### src/rtl/commit_reporter.sv
// Commit record producer: buffers retired instructions, tags MMIO accesses and
// non-deterministic CSR reads, and emits at most one record per cycle to the sink.
module commit_reporter #(
    parameter int          DEPTH       = 4,
    parameter logic [31:0] MMIO_BASE   = 32'ha0000000,
    parameter logic [31:0] MMIO_MASK   = 32'hf0000000,
    parameter int          HANG_CYCLES = 4096
) (
    input  logic        clock,
    input  logic        reset,
    input  logic        in_valid,
    output logic        in_ready,
    input  logic [31:0] in_pc,
    input  logic [31:0] in_inst,
    input  logic        in_mem_en,
    input  logic [31:0] in_mem_addr,
    input  logic        in_csr_en,
    input  logic [11:0] in_csr_id,
    input  logic        drain_en,
    output logic        out_valid,
    output logic [31:0] out_pc,
    output logic [31:0] out_inst,
    output logic        out_is_mmio,
    output logic [11:0] out_rcsr_id,
    output logic [63:0] commit_cnt,
    output logic        hang
);

    localparam int PW = $clog2(DEPTH);
    localparam int IW = $clog2(HANG_CYCLES + 1);
    localparam logic [PW:0]   PTR_ONE  = {{PW{1'b0}}, 1'b1};
    localparam logic [IW-1:0] IDLE_ONE = {{(IW-1){1'b0}}, 1'b1};
    localparam logic [IW-1:0] HANG_MAX = IW'(HANG_CYCLES);

    // CSRs whose read value differs between core and reference model.
    function automatic logic is_nd_csr(input logic [11:0] id);
        case (id)
            12'hB00, 12'hB02, 12'hC00, 12'hC01, 12'hC02, 12'h344: is_nd_csr = 1'b1;
            default:                                              is_nd_csr = 1'b0;
        endcase
    endfunction

    logic [31:0] pc_mem   [DEPTH];
    logic [31:0] inst_mem [DEPTH];
    logic        mmio_mem [DEPTH];
    logic [11:0] rcsr_mem [DEPTH];

    logic [PW:0]   wr_ptr_q, wr_ptr_d;
    logic [PW:0]   rd_ptr_q, rd_ptr_d;
    logic          out_valid_q, out_valid_d;
    logic [31:0]   out_pc_q, out_pc_d;
    logic [31:0]   out_inst_q, out_inst_d;
    logic          out_is_mmio_q, out_is_mmio_d;
    logic [11:0]   out_rcsr_id_q, out_rcsr_id_d;
    logic [63:0]   commit_cnt_q, commit_cnt_d;
    logic [IW-1:0] idle_q, idle_d;
    logic          hang_q, hang_d;

    logic          full;
    logic          empty;
    logic          push;
    logic          pop;
    logic [PW-1:0] wr_idx;
    logic [PW-1:0] rd_idx;
    logic          enq_mmio;
    logic [11:0]   enq_rcsr;

    assign wr_idx = wr_ptr_q[PW-1:0];
    assign rd_idx = rd_ptr_q[PW-1:0];
    assign full   = (wr_ptr_q[PW] != rd_ptr_q[PW]) && (wr_idx == rd_idx);
    assign empty  = (wr_ptr_q == rd_ptr_q);

    // in_ready deliberately ignores a same-cycle pop to keep it a pure register decode.
    assign in_ready = !full;
    assign push     = in_valid && !full;
    assign pop      = !empty && drain_en;

    assign enq_mmio = in_mem_en && ((in_mem_addr & MMIO_MASK) == MMIO_BASE);
    assign enq_rcsr = (in_csr_en && is_nd_csr(in_csr_id)) ? in_csr_id : 12'h000;

    always_ff @(posedge clock) begin
        if (push) begin
            pc_mem[wr_idx]   <= in_pc;
            inst_mem[wr_idx] <= in_inst;
            mmio_mem[wr_idx] <= enq_mmio;
            rcsr_mem[wr_idx] <= enq_rcsr;
        end
    end

    always_comb begin
        wr_ptr_d      = wr_ptr_q;
        rd_ptr_d      = rd_ptr_q;
        out_valid_d   = 1'b0;
        out_pc_d      = 32'h0;
        out_inst_d    = 32'h0;
        out_is_mmio_d = 1'b0;
        out_rcsr_id_d = 12'h000;
        commit_cnt_d  = commit_cnt_q;
        idle_d        = idle_q;
        hang_d        = hang_q;

        if (push) begin
            wr_ptr_d = wr_ptr_q + PTR_ONE;
        end
        if (pop) begin
            rd_ptr_d      = rd_ptr_q + PTR_ONE;
            out_valid_d   = 1'b1;
            out_pc_d      = pc_mem[rd_idx];
            out_inst_d    = inst_mem[rd_idx];
            out_is_mmio_d = mmio_mem[rd_idx];
            out_rcsr_id_d = rcsr_mem[rd_idx];
        end

        if (out_valid_q) begin
            commit_cnt_d = commit_cnt_q + 64'd1;
        end

        // A paused sink is not a hang, so drain_en=0 restarts the idle window.
        if (out_valid_q || !drain_en) begin
            idle_d = '0;
        end else if (idle_q != HANG_MAX) begin
            idle_d = idle_q + IDLE_ONE;
        end
        if (idle_d == HANG_MAX) begin
            hang_d = 1'b1;
        end
    end

    always_ff @(posedge clock) begin
        if (!reset) begin
            wr_ptr_q      <= '0;
            rd_ptr_q      <= '0;
            out_valid_q   <= 1'b0;
            out_pc_q      <= 32'h0;
            out_inst_q    <= 32'h0;
            out_is_mmio_q <= 1'b0;
            out_rcsr_id_q <= 12'h000;
            commit_cnt_q  <= 64'h0;
            idle_q        <= '0;
            hang_q        <= 1'b0;
        end else begin
            wr_ptr_q      <= wr_ptr_d;
            rd_ptr_q      <= rd_ptr_d;
            out_valid_q   <= out_valid_d;
            out_pc_q      <= out_pc_d;
            out_inst_q    <= out_inst_d;
            out_is_mmio_q <= out_is_mmio_d;
            out_rcsr_id_q <= out_rcsr_id_d;
            commit_cnt_q  <= commit_cnt_d;
            idle_q        <= idle_d;
            hang_q        <= hang_d;
        end
    end

    assign out_valid   = out_valid_q;
    assign out_pc      = out_pc_q;
    assign out_inst    = out_inst_q;
    assign out_is_mmio = out_is_mmio_q;
    assign out_rcsr_id = out_rcsr_id_q;
    assign commit_cnt  = commit_cnt_q;
    assign hang        = hang_q;

endmodule
### config.mk
export PLATFORM = sky130hd
export DESIGN_NAME = commit_reporter
export DESIGN_NICKNAME = d
export VERILOG_FILES = /design/src/rtl/commit_reporter.sv
export SDC_FILE = /design/constraint.sdc
export NUM_CORES = 1
export LEC_CHECK = 0
export ABC_CLOCK_PERIOD_IN_PS = 2860
export BUFFER_PORTS_ARGS = -buffer_cell sky130_fd_sc_hd__buf_2
export CAP_MARGIN = 0
export CORE_AREA = 2 2 189 191
export DETAILED_ROUTE_END_ITERATION = 8
export DIE_AREA = 0 0 191 193
export MAX_ROUTING_LAYER = met4
export PLACE_DENSITY = 0.75
export SETUP_SLACK_MARGIN = 0.4
export SLEW_MARGIN = 40
export SYNTH_ARGS = -nofsm -noshare
export SYNTH_HDL_FRONTEND = slang
export SYNTH_SLANG_ARGS = --single-unit
### constraint.sdc
create_clock -name clock -period 2.86 [get_ports clock]
set_input_delay 0.572 -clock clock [delete_from_list [all_inputs] [get_ports clock]]
set_output_delay 0.572 -clock clock [all_outputs]
set_load 0.005 [all_outputs]
==> results of run 1 <==
-- sequential cells by signal, summed over array words and instances, names as in the netlist, 3 cells and up --
signal       count
commit_cnt      64
idle_q          13
inst_mem       128
mmio_mem         4
out_inst        32
out_pc          32
out_rcsr_id     12
pc_mem         128
rcsr_mem        48
rd_ptr_q         3
wr_ptr_q         3
-- worst max-delay path by stage --
stage                     endpoint           from  cells after the start
CTS                 commit_cnt[58]  commit_cnt[0]                      8
global route        commit_cnt[58]  commit_cnt[0]                      8
finish              commit_cnt[58]  commit_cnt[0]                      8
detailed placement  commit_cnt[58]  commit_cnt[0]                      8
floorplan           inst_mem[3][0]    rd_ptr_q[1]                      4
global placement    commit_cnt[58]  commit_cnt[0]                      8
-- layout by cell type, fill, tap and decap left out, drive strengths merged, types with 15 or more instances in the layout --
master    n
and2     67
conb     16
xnor2    36
clkbuf   62
and4     15
dfxtp   162
nor2     25
buf     248
nor4     17
mux4     77
edfxtp  308
nand2    35
clkinv   16
and3     89
nand4    18
nand3    30
xor2     40
-- stage by stage --
step / worst slack (ns) / area (sq um) / hold WS [ns] / utilization
2_1_floorplan: 0.5877 / 17620 / 0.4657 / -
3_3_place_gp: 0.6548 / 19370 / 0.4495 / 0.5541
3_5_place_dp: 0.5973 / 19370 / 0.4846 / 0.5541
4_1_cts: 0.5863 / 21060 / 0.1700 / 0.6022
5_1_grt: 0.4187 / 21070 / 0.1851 / 0.6025
6_report: 0.6166 / 21070 / 0.2042 / 0.6025
-- cell type report --
type                    instances  area [sq um]  share of cell area
flip-flops and latches        470         12500              0.5933
clock inverters                27         377.9             0.01794
multi-input cells             546          4862              0.2308
clock buffers                  62          1304             0.06189
repair buffers                248          1391             0.06604
inverters                      12         45.04            0.002138
diodes                          4         10.01           0.0004751
well taps                     461         576.8             0.02738
-- logic make-up after synthesis --
family / after synthesis / share of synthesized area
flip-flops: 470 / 0.7113
AO/OA/AOI/OAI: 25 / 0.009119
other: 1 / 0.0002135
buffers and inverters: 68 / 0.01624
adder cells (fa/ha/maj): 8 / 0.005700
multiplexers: 80 / 0.1005
AND/OR/NAND/NOR: 341 / 0.1190
XOR/XNOR: 76 / 0.03790
-- routing by layer --
| layer | track usage | part of all wire |
|---|---|---|
| met5 | - | 0 |
| met4 | 0.07543 | 0.024 |
| met3 | 0.05231 | 0.072 |
| met2 | 0.3183 | 0.49 |
| met1 | 0.2417 | 0.41 |
-- power groups by stage --
stage	clock [mW]	sequential, mW	combinational [mW]
3_3_place_gp	0	7.80	1.57
3_5_place_dp	0	7.82	1.59
2_1_floorplan	0	7.81	1.04
5_1_grt	6.99	7.70	1.70
6_report	6.57	7.68	1.55
4_1_cts	6.72	7.68	1.60
-- critical path: stages (launching register included) --
cell     delay [ns]
dfxtp_1        0.38
ha_1           0.21
nand3_1        0.14
nor4_4         0.32
nand3_1        0.29
buf_4          0.30
nor4_4         0.23
xor2_1         0.17
and2_1         0.15
==> impl_metrics.sql, run 1 <==
INSERT INTO impl_metrics (metric_group, metric, value, unit) VALUES
('floorplan', 'dieHeight', '193', 'um'),
('floorplan', 'design.die.area', '36860', 'sq um'),
('place', 'dp_cells', '1737', ''),
('floorplan', 'floorplan.core_area', '34960', 'sq um'),
('timing', 'report.final.hold_viol_count', '0', ''),
('logic_synthesis', 'synth-warning-count', '0', ''),
('clock_network', 'post_cts_resized', '0', ''),
('power', 'p_sw_frac', '0.2162', ''),
('clock_network', 'root_buffer', 'clkbuf_16', ''),
('critical_path', 'timing.reg2reg.setup_slack', '0.62', 'ns'),
('place', 'gp_routability_congestion', '0.8276', ''),
('cells_and_area', 'filler_cell_count', '2612', ''),
('critical_path', 'rr_startpoint', 'commit_cnt[0]', ''),
('global_routing', 'number_of_global_route_vias_before_repair', '9853', ''),
('power', 'netSwitchingPower', '3.418', 'mW'),
('detailed_routing', 'detail_route.first_pass.iterations', '5', ''),
('hold_path', 'worstHoldPathCells', '1', ''),
('cells_and_area', 'drive_above_1_share', '0.3121', ''),
('detailed_routing', 'drt-vias-per-instance', '5.338', ''),
('detailed_routing', 'routed_wirelength', '35210', 'um'),
('timing', 'worst_slew_pin_slew', '0.6764', 'ns'),
('hold_path', 'timing.hold.worst_endpoint', 'pc_mem[2][14]', ''),
('job', 'maxCapViolCount', '0', ''),
('detailed_routing', 'via_count', '9769', ''),
('detailed_routing', 'wire_per_inst', '19.24', 'um'),
('clock_network', 'ctsLongestPathBuffers', '3', ''),
('critical_path', 'timing.critical_path.to_type', 'flip-flop', ''),
('run_status', 'status', 'completed', ''),
('clock_network', 'worst_skew_pair.late_latency', '0.58', 'ns'),
('power', 'ir_drop_worst_vdd', '0.5766', 'mV'),
('timing', 'clock-skew-final', '0.02458', 'ns'),
('floorplan', 'floorplan.io_pins', '258', ''),
('logic_synthesis', 'number_of_synthesized_flops_with_an_enable_pin', '308', ''),
('global_routing', 'initial_antenna_violation_count', '4', ''),
('logic_synthesis', 'top_count_cell_post_synth', 'edfxtp_1', ''),
('logic_synthesis', 'netlist-cell-type-count', '50', ''),
('power', 'pwr-share-comb', '0.098', ''),
('logic_synthesis', 'synthCells', '1069', ''),
('logic_synthesis', 'netlist.top_cell.by_area', 'edfxtp_1', ''),
('clock_network', 'cts_setup_buffers', '0', ''),
('clock_network', 'h-tree-depth', '2', ''),
('global_routing', 'global_route_wire_length_before_repair', '54060', 'um'),
('timing', 'grt_setup_unrepaired', 'false', ''),
('detailed_routing', 'route.detailed.drc', '0', ''),
('cells_and_area', 'finalNonFillerCells', '1830', ''),
('critical_path', 'worst_setup_path_start_kind', 'flip-flop', ''),
('power', 'seq_power_share', '0.486', ''),
('floorplan', 'rows', '69', ''),
('logic_synthesis', 'post_synth.cell_area_avg', '16.43', 'sq um'),
('power', 'p_clk_frac', '0.416', ''),
('hold_path', 'hold_path.class', 'primary input to flip-flop', ''),
('floorplan', 'die_w', '191', 'um'),
('place', 'number_of_port_buffers', '229', ''),
('critical_path', 'worst-setup-path-type', 'flip-flop to flip-flop', ''),
('logic_synthesis', 'netlist_top_cells_area', 'edfxtp_1 53%, dfxtp_1 18%, mux4_2 9.9%, and3_1 3.2%, and2_1 2.4%', ''),
('power', 'power_leakage', '8.103', 'nW'),
('hold_path', 'hold_start', 'in_pc[14]', ''),
('power', 'totalPowerFinal', '15.81', 'mW'),
('logic_synthesis', 'synth_async_reset_ratio', '0', ''),
('timing', 'final.min_clock_period', '2.243', 'ns'),
('logic_synthesis', 'proportion_of_netlist_area_held_by_the_largest_area_contributor', '0.5266', ''),
('clock_network', 'cts_made_buffers', '48', ''),
('cells_and_area', 'area_growth_from_synthesis_to_final_layout', '19.96', '%'),
('place', 'detailedPlacementHpwl', '20250', 'um'),
('global_routing', 'overflow', '0', ''),
('global_routing', 'grt_util_all_layers', '0.1979', ''),
('critical_path', 'crit_path_max_fanout', '15', ''),
('timing', 'timing.final.crit_share', '0.7844', ''),
('clock_network', 'cts.clk_slew.worst_paths', '0.06', 'ns'),
('clock_network', 'cts_num_sinks', '470', ''),
('cells_and_area', 'finalNetCount', '1448', '');
Note: power is estimated with default switching activity, not from simulation.
==> run 2: changes to the inputs <==
--- a/config.mk
+++ b/config.mk
@@ -5,14 +5,14 @@
 export SDC_FILE = /design/constraint.sdc
 export NUM_CORES = 1
 export LEC_CHECK = 0
-export ABC_CLOCK_PERIOD_IN_PS = 2860
+export ABC_CLOCK_PERIOD_IN_PS = 2100
 export BUFFER_PORTS_ARGS = -buffer_cell sky130_fd_sc_hd__buf_2
 export CAP_MARGIN = 0
-export CORE_AREA = 2 2 189 191
+export CORE_AREA = 2 2 179 181
 export DETAILED_ROUTE_END_ITERATION = 8
-export DIE_AREA = 0 0 191 193
+export DIE_AREA = 0 0 181 183
 export MAX_ROUTING_LAYER = met4
-export PLACE_DENSITY = 0.75
+export PLACE_DENSITY = 0.79
 export SETUP_SLACK_MARGIN = 0.4
 export SLEW_MARGIN = 40
 export SYNTH_ARGS = -nofsm -noshare
==> constraint.sdc (replaced) <==
create_clock -name clock -period 2.1 [get_ports clock]
set_input_delay 0.42 -clock clock [delete_from_list [all_inputs] [get_ports clock]]
set_output_delay 0.42 -clock clock [all_outputs]
set_load 0.005 [all_outputs]
==> run 2 against run 1 <==
  * Clock skew fell by 0.0022 ns
  * Non-clock buffer count grew 68
  * Via count increased by 5.6%
  * Sequential power increased by 37%
  * Sequential cell count unchanged
==> impl_metrics.sql, run 2 (synthesis gave the netlist of run 1 again) <==
INSERT INTO impl_metrics (metric_group, metric, value, unit) VALUES
('cells_and_area', 'finalNetCount', '1514', ''),
('clock_network', 'tritoncts_clock_tree', 'yes', ''),
('clock_network', 'hold_buffers', '0', ''),
('place', 'number_of_port_buffers', '229', ''),
('global_routing', 'grtUsageMet2', '0.3963', ''),
('detailed_routing', 'routed_wirelength', '38000', 'um'),
('global_routing', 'global_route_wire_length_before_repair', '57160', 'um'),
('floorplan', 'rows', '65', ''),
('floorplan', 'starting_utilization_of_the_core_area', '0.5623', ''),
('critical_path', 'worst_setup_path_start_kind', 'flip-flop', ''),
('floorplan', 'dieHeight', '183', 'um'),
('critical_path', 'crit_path_max_fanout', '4', ''),
('clock_network', 'ctsLongestPathBuffers', '3', ''),
('global_routing', 'grt_util_met1', '0.2714', ''),
('detailed_routing', 'via_count', '10310', ''),
('critical_path', 'critical_path_required', '2.59', 'ns'),
('detailed_routing', 'detail_route.first_pass.iterations', '5', ''),
('clock_network', 'cts.clk_slew.worst_paths', '0.07', 'ns'),
('clock_network', 'worst_skew_pair.late_latency', '0.56', 'ns'),
('place', 'detailedPlacementHpwl', '21500', 'um'),
('critical_path', 'worst-setup-path-type', 'flip-flop to flip-flop', ''),
('timing', 'worst_slew_pin_slew', '0.5046', 'ns'),
('cells_and_area', 'multiInputGateArea', '5354', 'sq um'),
('cells_and_area', 'area_growth_from_synthesis_to_final_layout', '26.15', '%'),
('floorplan', 'floorplan.io_pins', '258', ''),
('global_routing', 'grt_util_all_layers', '0.2293', ''),
('detailed_routing', 'drt_iter0_drcs', '569', ''),
('detailed_routing', 'route.detailed.drc', '0', ''),
('timing', 'setup_violations', '0', ''),
('timing', 'timing.slew.headroom', '0.6636', ''),
('place', 'gp_routability_congestion', '0.8178', ''),
('global_routing', 'number_of_global_route_vias_before_repair', '10520', ''),
('hold_path', 'hold_path.class', 'primary input to flip-flop', ''),
('floorplan', 'die_w', '181', 'um'),
('floorplan', 'design.die.area', '33120', 'sq um'),
('cells_and_area', 'filler_cell_count', '1944', ''),
('timing', 'max_clock_freq', '525.6', 'MHz'),
('timing', 'clock-skew-final', '0.02234', 'ns'),
('run_status', 'status', 'completed', ''),
('place', 'dp_cells', '1694', ''),
('job', 'maxCapViolCount', '0', ''),
('timing', 'timing.final.crit_share', '0.9059', ''),
('timing', 'maxSlewViolCount', '0', ''),
('detailed_routing', 'number_of_nets_with_antenna_violations_after_routing', '0', ''),
('timing', 'grt_setup_unrepaired', 'true', ''),
('global_routing', 'busiest_layer', 'met2', ''),
('clock_network', 'h-tree-depth', '2', ''),
('power', 'power.density_cell_area', '940.9', 'nW/um^2'),
('global_routing', 'grtUsageMet3', '0.05481', ''),
('power', 'power_leakage', '8.865', 'nW'),
('detailed_routing', 'wire_per_inst', '20.66', 'um'),
('timing', 'timing.setup.tns', '0', 'ns'),
('clock_network', 'cts_made_buffers', '46', ''),
('global_routing', 'initial_antenna_violation_count', '7', ''),
('cells_and_area', 'most_common_library_cell_in_the_layout_ignoring_fill_and_taps', 'edfxtp_1', ''),
('cells_and_area', 'finalNonFillerCells', '1839', ''),
('timing', 'final.min_clock_period', '1.902', 'ns'),
('timing', 'report.final.hold_viol_count', '0', ''),
('critical_path', 'timing.critical_path.to_type', 'flip-flop', ''),
('detailed_routing', 'drt-vias-per-instance', '5.607', ''),
('clock_network', 'cts_num_sinks', '470', ''),
('global_routing', 'grt_max_degree', '92', ''),
('cells_and_area', 'drive_above_1_share', '0.4112', ''),
('critical_path', 'crit_arrival', '2.39', 'ns'),
('clock_network', 'root_buffer', 'clkbuf_16', ''),
('cells_and_area', 'final_cell_mix', '308 x edfxtp_1, 227 x buf_2, 116 x dfxtp_1, 83 x and3_1, 77 x mux4_2', ''),
('global_routing', 'overflow', '0', ''),
('cells_and_area', 'seq_area', '12600', 'sq um'),
('floorplan', 'floorplan.core_area', '31230', 'sq um'),
('power', 'ir_drop_worst_vdd', '0.7538', 'mV');
-- run 2: changes by cell type in the layout (fill, tap and decap cells not counted), moves of 9 or more --
cell and change:
buf_4 +46, dfxtp_1 -44, dfxtp_2 +27, dfxtp_4 +17
nor4_4 +13, buf_6 +11, and4_1 -9, nand3_1 -9
nor4_2 -9
-- run 2: path summary, 6_finish.rpt --
check | startpoint | slack (ns) | depth (start not counted) | to
hold reg to reg | hang | 0.48 | 1 | hang
setup / recovery | commit_cnt[0] | 0.20 | 9 | commit_cnt[45]
setup reg to reg | commit_cnt[0] | 0.20 | 9 | commit_cnt[45]
hold / removal | in_pc[26] | 0.07 | 1 | pc_mem[3][26]
-- run 2: area by class of cell --
cell class	instances	share of cell area
antenna	7	0.0007907
multi-input combinational	546	0.2417
sequential	470	0.5686
clock buffer	57	0.05608
tap	402	0.02270
inverter	12	0.002259
timing repair buffer	316	0.09584
clock inverter	29	0.01203
-- run 2: per-stage QoR --
| stage | worst slack (ns) | utilization | instance area [sq um] | hold slack, ns | total power, mW |
|---|---|---|---|---|---|
| 2_1_floorplan | 0.3164 | - | 17960 | 0.4657 | 12.11 |
| 3_3_place_gp | 0.1735 | 0.6327 | 19760 | 0.4559 | 12.81 |
| 3_5_place_dp | 0.1303 | 0.6327 | 19760 | 0.4620 | 12.88 |
| 4_1_cts | 0.2854 | 0.6988 | 21820 | 0.04742 | 20.93 |
| 5_1_grt | 0.1381 | 0.7094 | 22150 | 0.04960 | 21.59 |
| 6_report | 0.1975 | 0.7094 | 22150 | 0.06581 | 20.84 |
-- run 2: layer usage --
metal | wire, um | up-vias
met5 | 0 | -
met4 | 767 | 0
met3 | 2649 | 56
met2 | 19600 | 331
met1 | 14980 | 5206
li1 | - | 4719
-- run 2: report_power, final --
| part | switching [mW] | internal [mW] |
|---|---|---|
| registers | 0.168 | 10.3 |
| clock network | 3.42 | 4.62 |
| logic | 1.12 | 1.20 |
-- run 2: worst max-delay path: stages, from the launching register on --
cell and delay (ns):
dfxtp_4 0.36, buf_4 0.12, nand4_1 0.14, nor3_4 0.24
nand4_1 0.15, buf_6 0.17, buf_4 0.15, nor4_4 0.16
xor2_1 0.20, and2_1 0.15
-- run 2: what timing repair did --
action,in CTS,in global routing
buffers inserted,35,14
endpoints found under the setup margin,81,139
gates resized for setup,77,39
pin swaps,26,31
cloned,1,2
